File: config.mk
export PLATFORM = sky130hd
export DESIGN_NAME = demux2_buf
export DESIGN_NICKNAME = d
export VERILOG_FILES = /design/src/rtl/demux2_buf.sv
export SDC_FILE = /design/constraint.sdc
export NUM_CORES = 1
export LEC_CHECK = 0
export ABC_CLOCK_PERIOD_IN_PS = 2450
export BUFFER_PORTS_ARGS = -buffer_cell sky130_fd_sc_hd__buf_2
export CORE_MARGIN = 2
export CORE_UTILIZATION = 45
export DETAILED_ROUTE_END_ITERATION = 8
export GPL_TIMING_DRIVEN = 0
export PLACE_DENSITY = 0.7
export SLEW_MARGIN = 20
export SYNTH_ARGS = -nofsm -noshare
export SYNTH_HDL_FRONTEND = slang
export SYNTH_SLANG_ARGS = --single-unit
export TNS_END_PERCENT = 20
File: constraint.sdc
create_clock -name clk -period 2.45 [get_ports clk]
set_clock_uncertainty 0.15 [all_clocks]
set_input_delay 0.49 -clock clk [delete_from_list [all_inputs] [get_ports clk]]
set_output_delay 0.49 -clock clk [all_outputs]
set_load 0.02 [all_outputs]
File: src/rtl/demux2_buf.sv
// rtl/demux2_buf.sv - 1:2 demultiplexer into two independent output FIFOs
//
// Purpose: routes each accepted input word into one of two DEPTH-entry FIFOs
// chosen by in_sel (1 -> channel 0, 0 -> channel 1). Each channel drains on
// its own valid/ready handshake.
//
// Ports:
//   clk, rst_n              clock, asynchronous active-low reset
//   in_data/in_sel/in_valid word offered, route select, offer qualifier
//   in_ready                selected channel has space
//   outN_data/outN_valid    head word of channel N (0 while empty)
//   outN_ready              consumer takes head of channel N
//   cnt0, cnt1              per-channel occupancy
module demux2_buf #(
  parameter int DEPTH = 2,
  localparam int CW = $clog2(DEPTH + 1),
  localparam int PW = $clog2(DEPTH)
) (
  input  logic          clk,
  input  logic          rst_n,
  input  logic [31:0]   in_data,
  input  logic          in_sel,
  input  logic          in_valid,
  output logic          in_ready,
  output logic [31:0]   out0_data,
  output logic          out0_valid,
  input  logic          out0_ready,
  output logic [31:0]   out1_data,
  output logic          out1_valid,
  input  logic          out1_ready,
  output logic [CW-1:0] cnt0,
  output logic [CW-1:0] cnt1
);

  logic [1:0]          full;
  logic [1:0]          valid;
  logic [1:0]          push;
  logic [1:0]          pop;
  logic [1:0][31:0]    head;
  logic [1:0][CW-1:0]  cnt_p;

  // Gating with rst_n keeps in_ready low while reset is held even though the
  // (cleared) counters would otherwise report free space.
  assign in_ready = rst_n & (in_sel ? ~full[0] : ~full[1]);

  assign push[0] = in_valid & in_ready & in_sel;
  assign push[1] = in_valid & in_ready & ~in_sel;
  assign pop[0]  = valid[0] & out0_ready;
  assign pop[1]  = valid[1] & out1_ready;

  for (genvar g = 0; g < 2; g++) begin : g_ch
    logic [31:0]   mem [DEPTH];
    logic [PW-1:0] wptr;
    logic [PW-1:0] rptr;
    logic [CW-1:0] cnt;

    // DEPTH is a power of two, so pointers wrap by natural overflow.
    always_ff @(posedge clk or negedge rst_n) begin
      if (!rst_n) begin
        wptr <= '0;
        rptr <= '0;
        cnt  <= '0;
      end else begin
        if (push[g]) wptr <= wptr + PW'(1);
        if (pop[g])  rptr <= rptr + PW'(1);
        cnt <= cnt + CW'(push[g]) - CW'(pop[g]);
      end
    end

    // Storage is unobservable while empty, so it carries no reset.
    always_ff @(posedge clk) begin
      if (push[g]) mem[wptr] <= in_data;
    end

    assign full[g]  = (cnt == CW'(DEPTH));
    assign valid[g] = (cnt != '0);
    assign head[g]  = valid[g] ? mem[rptr] : 32'h0;
    assign cnt_p[g] = cnt;
  end

  assign out0_data  = head[0];
  assign out1_data  = head[1];
  assign out0_valid = valid[0];
  assign out1_valid = valid[1];
  assign cnt0       = cnt_p[0];
  assign cnt1       = cnt_p[1];

endmodule

==> metrics, run 1 <==
Hold Crit Class primary input to register; Post-synth EDFFs about 130; Synth Area in Simple Gates 6.610%; post-synthesis sequential area ratio 76.30%; largest family of logic cells by synthesized area multiplexers; CTS tree built; Starting Density 46.22%; Worst path top cell family by delay buffers and inverters; CTS Sinks 136; crit-path most repeated cell buf_2; slowest CP cell dfrtp_1; WP buf/inv 2; mapped cell area 5300 sq um; share of cells above drive strength 1 37.00%; Setup-failing EPs final 0; XOR/XNOR share of the synthesized area 1.322%; R2R Path End g_ch[0].mem[0][16]; initial antenna violation count 1; post-DR vias/cell 4.905; DRC viols 0; status complete, no violations; post-synthesis compound-gate area fraction 0%; Slew Viols, Final 0; Worst Tran Pin Value around 0.55 ns; top cells by area, synth edfxtp_1, mux2i_1, nor2_1; Crit Path Category register to output port; dpl hpwl ~6700 microns; Relative slew margins 63.46%; Synth Area in Adders less than 1%; clock latency on the worst-skew pair ~0.40 ns; core area 11470 sq um; synthesized instance count 310; Inserted Clock Buffers 17; IO Pins between 100 and 150; Buffers on Ports 108; Synth Register Bits 136; Overall Global Routing Usage 16.99%; crit path from cnt0[1]; Bufs on Longest Clock Path 2; R2R Path Start cnt0[0]; largest net degree at the start of global routing 24; GRT Residual Overflow 0; Maximum Capacitance Violations 0; VDD IR-drop max 0.6358 mV; via count of the first global-routing pass 2991; Avg WL per Cell 17.34 microns; final hold vios 0; CP required 1.81 ns; reg-to-reg slack, setup 0.49 ns; commonest register cell after synthesis edfxtp_1; PD cells 1261 nW/um^2; ant diodes 0; post-layout util 59.21%; Post-DRT Antenna Nets 0; worst path arrival time about 1.7 ns; Worst Setup EP out0_data[12]; Final period util 93.86%; Nets 485; Synth Net Count approximately 350; Register-to-Register Path Depth 4; Post-synth ARST share 5.882%; root buf cell clkbuf_16; Area growth, synth to finish 28.12%; share of the synthesized area in the top cell type roughly 73%; min Tclk post-route about 2.3 ns; critical path capture point type output port; synth warn 0; mux cell area share after synthesis 12.28%; full die area 12660 sq um; max incr delay on CP 0.44 ns; Clock transition at path regs about 0.050 ns; DR pass1 iterations 4; unrepaired setup endpoints after global routing false; Setup crit start kind register; count leader, synth edfxtp_1; global-route wire length before repair between 15000 and 20000 microns; cell taking the most area after synthesis edfxtp_1; FP Rows 39; die span in x between 100 and 150 microns; Max Freq 434.8 MHz; WL final about 10000 microns; GP Congestion 0.7139; Leak 2.760 nW; Syn Area/Cell 17.10 sq um; worst-path fanout max 10; crit-path cells nor2_4 -> buf_2 -> nor2_1 -> buf_2; synth unique cells 18; CTS H-Tree Depth 4; routed vias approximately 2900; worst hold margin 0.1466 ns; commonest cells in the netlist edfxtp_1, nor2_1, mux2i_1, dfrtp_1; DR iter-0 viols 133; WP depth 4; Die H about 110 microns
## per-stage QoR
| step | power (mW) | cells | setup TNS, ns | instance area [sq um] | setup WS, ns |
|---|---|---|---|---|---|
| 3_5_place_dp | 6.057 | 565 | 0 | 6145 | 0.1349 |
| 5_1_grt | 8.970 | 597 | 0 | 6790 | 0.04161 |
| 4_1_cts | 8.666 | 596 | 0 | 6761 | 0.03090 |
| 6_report | 8.565 | 597 | 0 | 6790 | 0.1503 |
| 2_1_floorplan | 5.016 | 310 | -44.20 | 5300 | -0.3476 |
| 3_3_place_gp | 5.971 | 561 | -192.23 | 6020 | -1.535 |
## placed cells by master, fill, tap and decap left out
master	netlist	layout
nor2_4	2	6
mux2i_1	65	65
ha_1	4	4
xor2_1	2	2
buf_6	6	6
clkbuf_16	0	17
nor2b_1	1	1
dfrtp_1	8	8
inv_2	2	2
xnor2_1	6	6
bufinv_16	0	4
buf_16	0	2
clkinvlp_4	0	4
clkinv_1	0	1
buf_12	0	3
buf_2	6	114
nand4b_4	1	1
edfxtp_1	128	128
clkinv_2	0	2
dlygate4sd3_1	0	1
nor2_1	68	64
clkinv_4	0	2
inv_1	4	4
buf_4	2	2
nand4_4	0	1
and2_4	2	2
nand2b_1	2	2
## how the worst min path moves through the flow
| stage | endpoint | cells after the start | start | slack, ns |
|---|---|---|---|---|
| 3_3_place_gp | cnt0[1] | 1 | rst_n | 0.22 |
| 3_5_place_dp | cnt0[1] | 1 | rst_n | 0.22 |
| 6_report | g_ch[1].mem[1][18] | 1 | in_data[18] | 0.15 |
| 2_1_floorplan | cnt0[0] | 0 | rst_n | 0.04 |
| 5_1_grt | g_ch[0].mem[0][17] | 1 | in_data[17] | 0.13 |
| 4_1_cts | g_ch[1].mem[1][18] | 1 | in_data[18] | 0.12 |
## registers in the layout, summed over array words and instances, names as in the netlist
name       flops
cnt0           2
g_ch.wptr      2
g_ch.mem     128
cnt1           2
g_ch.rptr      2
## what timing repair did
item                                    4_1_cts  5_1_grt
hold endpoints to repair                      8        0
hold buffers                                  1        0
setup buffers                                 0        1
endpoints found under the setup margin        0       38
gates resized for setup                       0        1
## power breakdown
group          total [mW]  internal [mW]  switching, mW  leakage (nW)
combinational        3.10           1.13           1.97          1.22
clock                2.59           1.68          0.903         0.284
sequential           2.88           2.77          0.110          1.25
## logic make-up after synthesis
family	after synthesis
buf+inv	20
simple gates	77
fa+ha+maj	4
mux	65
flops	136
xor+xnor	8
## layout make-up
type	instances	area, sq um
multi-input combinational	154	1160
sequential	136	4044
timing repair buffer	114	665.6
inverter	6	22.52
buffer	14	112.6
clock buffer	17	425.4
fill	892	4677
clock inverter	13	181.4
tap	143	178.9
## worst reg2reg max path: cells and delay by family (launching register included)
kind	cells	cell delay, ns
and+or+nand+nor	3	0.85
DFF	1	0.41
buffers and inverters	1	0.24
## per-layer routing
metal,track usage (%),up-vias,share of wire (%)
li1,-,1395,-
met1,21.98,1441,45
met2,27.47,81,49
met3,4.806,11,4.6
met4,6.585,0,1.2
met5,0,-,0
Power figures use the tool's default switching activity.
==> inputs of run 2 (changes only) <==
- ABC_CLOCK_PERIOD_IN_PS: 2450 -> 2290
- PLACE_DENSITY: 0.7 -> 0.68
- clock period: 2.45 -> 2.29 ns (I/O delays scaled with it)
==> metrics, run 2 (synthesis results as in run 1) <==
Avg WL per Cell between 15 and 20 microns; share of cells above drive strength 1 37.20%; Placed Area a little over 6000 sq um; FP Rows 39; Hold Crit Class primary input to register; CTS tree built; status complete, no violations; max incr delay on CP 0.44 ns; GRT Residual Overflow 0; slowest CP cell dfrtp_1; CTS H-Tree Depth 4; GP Congestion 0.7210; min Tclk post-route between 2 and 2.5 ns; most frequent cells in the layout edfxtp_1, buf_2, mux2i_1, nor2_1, clkbuf_16; Nets 486; die span in x about 110 microns; via count of the first global-routing pass 3007; final hold vios 0; Crit Path Category register to output port; Maximum Capacitance Violations 0; Slew Viols, Final 0; worst-path fanout max 10; VDD IR-drop max 0.6758 mV; full die area 12660 sq um; reg-to-reg slack, setup approximately 0.23 ns; DR pass1 iterations 4; hold depth 1; Post-Layout Cell Count 600; Post-DRT Antenna Nets 0; initial antenna violation count 0; Hold Path Sink g_ch[1].mem[1][19]; root buf cell clkbuf_16; dpl hpwl 6869 microns; crit path from cnt1[1]; IO Pins 109; worst hold margin 0.1052 ns; Overall Global Routing Usage ~17%; hold path start in_data[19]; Max Freq between 400 and 500 MHz; most common cell after layout, fill and taps aside edfxtp_1; Starting Density 46.22%; R2R Path Start cnt0[0]; Setup crit start kind register; worst path arrival time around 1.6 ns; Fillers 880; DR iter-0 viols 181; Inserted Clock Buffers 17; critical path capture point type output port; global-route wire length before repair 15900 microns; unrepaired setup endpoints after global routing false; Clock transition at path regs 0.06 ns; Leak 2.775 nW; clock latency on the worst-skew pair roughly 0.4 ns; largest register by flop count g_ch.mem; CTS Sinks 136; WL final 10430 microns; Relative slew margins around three fifths; ant diodes 0; Buffers on Ports 108; crit-path cells nor2_4 -> clkbuf_4 -> nor2_1 -> buf_2; Register-to-Register Path Depth 4; CP required 1.68 ns; post-DR vias/cell 4.952; Die H 112.5 microns; R2R Path End g_ch[0].mem[0][28]; PD cells ~1400 nW/um^2; Bufs on Longest Clock Path 2; routed vias slightly below 3000; setup TNS 0 ns; core area 11470 sq um; Final period util about 97%; Design Area, Final ~7000 sq um; Inst Count DP roughly 570; DRC viols 0; Largest register FFs 128; Power, Total 9.213 mW; Area growth, synth to finish 28.30%; Worst Tran Pin Value 0.6074 ns; Setup-failing EPs final 0; largest net degree at the start of global routing 19
==> run 2: cell types whose count changed in the layout (fill, tap and decap cells not counted), moves of 2 or more <==
cell | previous run | this run
inv_6 | 0 | 4
buf_16 | 2 | 4
clkbuf_4 | 0 | 2
buf_12 | 3 | 0
clkinvlp_4 | 4 | 2
buf_2 | 114 | 108
buf_4 | 2 | 8
==> run 2: worst max path at each step <==
stage,endpoint
2_1_floorplan,g_ch[1].mem[0][0]
3_3_place_gp,g_ch[0].mem[1][15]
3_5_place_dp,g_ch[0].mem[0][18]
4_1_cts,out1_data[23]
5_1_grt,out1_data[29]
6_report,out1_data[30]
==> run 2: area by class of cell <==
cell class	count	area [sq um]	share of cell area, %
Tap cell	143	178.9	2.631
Clock buffer	18	429.2	6.311
Multi-Input combinational cell	154	1151	16.93
Sequential cell	136	4044	59.47
Clock inverter	14	171.4	2.521
Inverter	6	22.52	0.3312
Buffer	14	127.6	1.877
Timing Repair Buffer	115	675.6	9.936
==> run 2: critical path, delay by kind of cell (launching register included) <==
| kind | cells | cell delay (ns) |
|---|---|---|
| buffers and inverters | 2 | 0.44 |
| DFF | 1 | 0.44 |
| and+or+nand+nor | 2 | 0.32 |
==> run 2: metal layers <==
layer | routed length, microns | global-route usage [%] | vias up
li1 | - | - | 1408
met5 | 0 | 0 | -
met3 | 701 | 4.536 | 21
met4 | 262 | 8.699 | 0
met1 | 4238 | 21.45 | 1433
met2 | 5223 | 28.15 | 109
==> run 2: power by group <==
group          switching (mW)  internal, mW
Clock                    1.04          1.72
Combinational            2.11          1.26
Sequential              0.119          2.97
Total                    3.27          5.94
==> run 2: metrics by stage <==
stage / utilization, % / setup slack [ns]
final: 59.30 / 0.06456
after global routing: 59.30 / 0.001185
after CTS: 59.08 / 0.006168
after detailed placement: 53.72 / -0.008135
after global placement: 52.49 / -1.656
after floorplan: - / -0.5076
==> run 2: what timing repair did <==
| action | 4_1_cts | 5_1_grt |
|---|---|---|
| endpoints found under the hold margin | 8 | 0 |
| hold buffers | 1 | 0 |
| setup endpoints to repair | 3 | 40 |
| pin swaps | 0 | 1 |
| resized for setup | 2 | 6 |
| buffers inserted | 0 | 2 |
==> inputs of run 3 (changes only) <==
- ABC_CLOCK_PERIOD_IN_PS: 2290 -> 2000
- CORE_ASPECT_RATIO: not set -> 1.5
- PLACE_DENSITY: 0.68 -> 0.7
- clock period: 2.29 -> 2 ns (I/O delays scaled with it)
==> metrics, run 3 (synthesis results as in run 1) <==
status finished with violations; Final WS setup -0.1019 ns; worst-path fanout max 10; most common cell after layout, fill and taps aside edfxtp_1; GRT Residual Overflow 0; failing checks setup timing; Final period util 105.1%; Area growth, synth to finish 35.08%; Fillers between 800 and 900; Nets slightly below 500; Largest register FFs around 130; die span in x 92.61 microns; FP Rows between 40 and 50; hold path start in_data[12]; DR pass1 iterations 4; final hold vios 0; Overall Global Routing Usage between 15 and 20%; R2R Path End g_ch[1].mem[0][11]; Relative slew margins around 61%; DR iter-0 viols 121; global-route wire length before repair around 17000 microns; CTS H-Tree Depth 4; root buf cell clkbuf_16; Max Freq 475.8 MHz; Post-DRT Antenna Nets 0; Crit Path Category register to output port; routed vias 3043; core area 11470 sq um; Hold Crit Class primary input to register; Bufs on Longest Clock Path 2; largest net degree at the start of global routing 19; dpl hpwl around 7000 microns; CTS tree built; Maximum Capacitance Violations 0; share of cells above drive strength 1 41.38%; Clock transition at path regs 0.06 ns; unrepaired setup endpoints after global routing true; CTS Sinks 136; Register-to-Register Path Depth 5; Hold Path Sink g_ch[1].mem[0][12]; WL final 11150 microns; Slew Viols, Final 0; VDD IR-drop max slightly below 0.8 mV; IO Pins 109; Starting Density 46.20%; via count of the first global-routing pass roughly 3200; Power, Total about 11 mW; CP required between 1 and 1.5 ns; largest register by flop count g_ch.mem; Buffers on Ports around 110; GP Congestion 0.7783; setup TNS -2.396 ns; initial antenna violation count 1; Die H 136.9 microns; R2R Path Start cnt1[1]; critical path capture point type output port; clock latency on the worst-skew pair 0.40 ns; post-DR vias/cell 4.940; Setup crit start kind register; Worst Tran Pin Value 0.5823 ns; Setup-failing EPs final between 80 and 90; hold depth 1; Avg WL per Cell 18.09 microns; most frequent cells in the layout edfxtp_1, buf_2, nor2_1, mux2i_1, buf_4; worst path arrival time 1.55 ns; Inserted Clock Buffers 17; reg-to-reg slack, setup -0.02 ns; full die area 12680 sq um; Leak 2.866 nW; PD cells about 1600 nW/um^2; min Tclk post-route ~2.1 ns; DRC viols 0
[run 3: cell count changes in the layout (fill, tap and decap cells not counted), moves of 3 or more]
cell      previous run  this run
buf_2              108        70
buf_4                8        41
buf_12               0        11
mux2i_1             65        56
mux2i_2              0         9
nor2_1              64        59
nor2_2               0         5
clkinv_1             1         5
inv_6                4         0
buf_6                6         9
dfrtp_1              8         5
dfrtp_2              0         3
[run 3: timing repair]
item                                   in CTS  in global routing
setup endpoints to repair                 131                121
gates resized for setup                    57                 38
pin swaps                                   6                  4
gates cloned                                0                  1
hold buffers                                1                  0
endpoints found under the hold margin       8                  0
buffers inserted                            5                  4
[run 3: worst max-delay path by stage]
stage	to	slack, ns	depth (start not counted)	from
final	out1_data[12]	-0.10	5	g_ch[1].rptr
after global routing	out1_data[25]	-0.14	5	g_ch[1].rptr
after CTS	out1_data[25]	-0.09	5	g_ch[1].rptr
after detailed placement	g_ch[0].mem[0][6]	-0.24	4	rst_n
after global placement	g_ch[0].mem[0][18]	-0.95	3	rst_n
after floorplan	g_ch[0].mem[0][0]	-0.28	3	cnt0[0]
[run 3: critical path, cell delays in order, from the launching register on]
cell	delay, ns
dfrtp_1	0.37
buf_6	0.15
buf_12	0.15
mux2i_1	0.11
nor2_1	0.17
buf_4	0.18
[run 3: where the power goes]
part | switching (mW) | internal (mW) | leakage, nW
Sequential | 0.153 | 3.41 | 1.25
Combinational | 2.65 | 2.14 | 1.35
Clock | 1.03 | 1.80 | 0.264
[run 3: final cells by class]
class	instances	area, sq um	area share, %
buffer	14	236.5	3.303
tap	150	187.7	2.621
multi-input combinational	154	1229	17.16
clock buffer	19	432.9	6.047
sequential	136	4048	56.54
inverter	6	22.52	0.3146
clock inverter	12	110.1	1.538
timing repair buffer	123	888.4	12.41
antenna	2	5.005	0.06991
[run 3: routing by layer]
| metal | GRT usage (%) | routed length [microns] | up-vias |
|---|---|---|---|
| met4 | 9.069 | 305 | 0 |
| li1 | - | - | 1428 |
| met1 | 21.07 | 4429 | 1509 |
| met5 | 0 | 0 | - |
| met2 | 30.13 | 5931 | 86 |
| met3 | 5.286 | 480 | 20 |
[run 3: per-stage QoR]
| stage | utilization, % | hold WS (ns) | std cells | instance area, sq um | setup slack (ns) |
|---|---|---|---|---|---|
| global placement | 52.64 | 0.1345 | 568 | 6038 | -0.9510 |
| detailed placement | 53.77 | 0.1469 | 572 | 6168 | -0.2388 |
| global route | 62.39 | 0.04921 | 615 | 7157 | -0.1396 |
| floorplan | - | -0.04559 | 310 | 5310 | -0.2836 |
| CTS | 60.67 | 0.04516 | 609 | 6959 | -0.09429 |
| finish | 62.41 | 0.06114 | 616 | 7159 | -0.1019 |
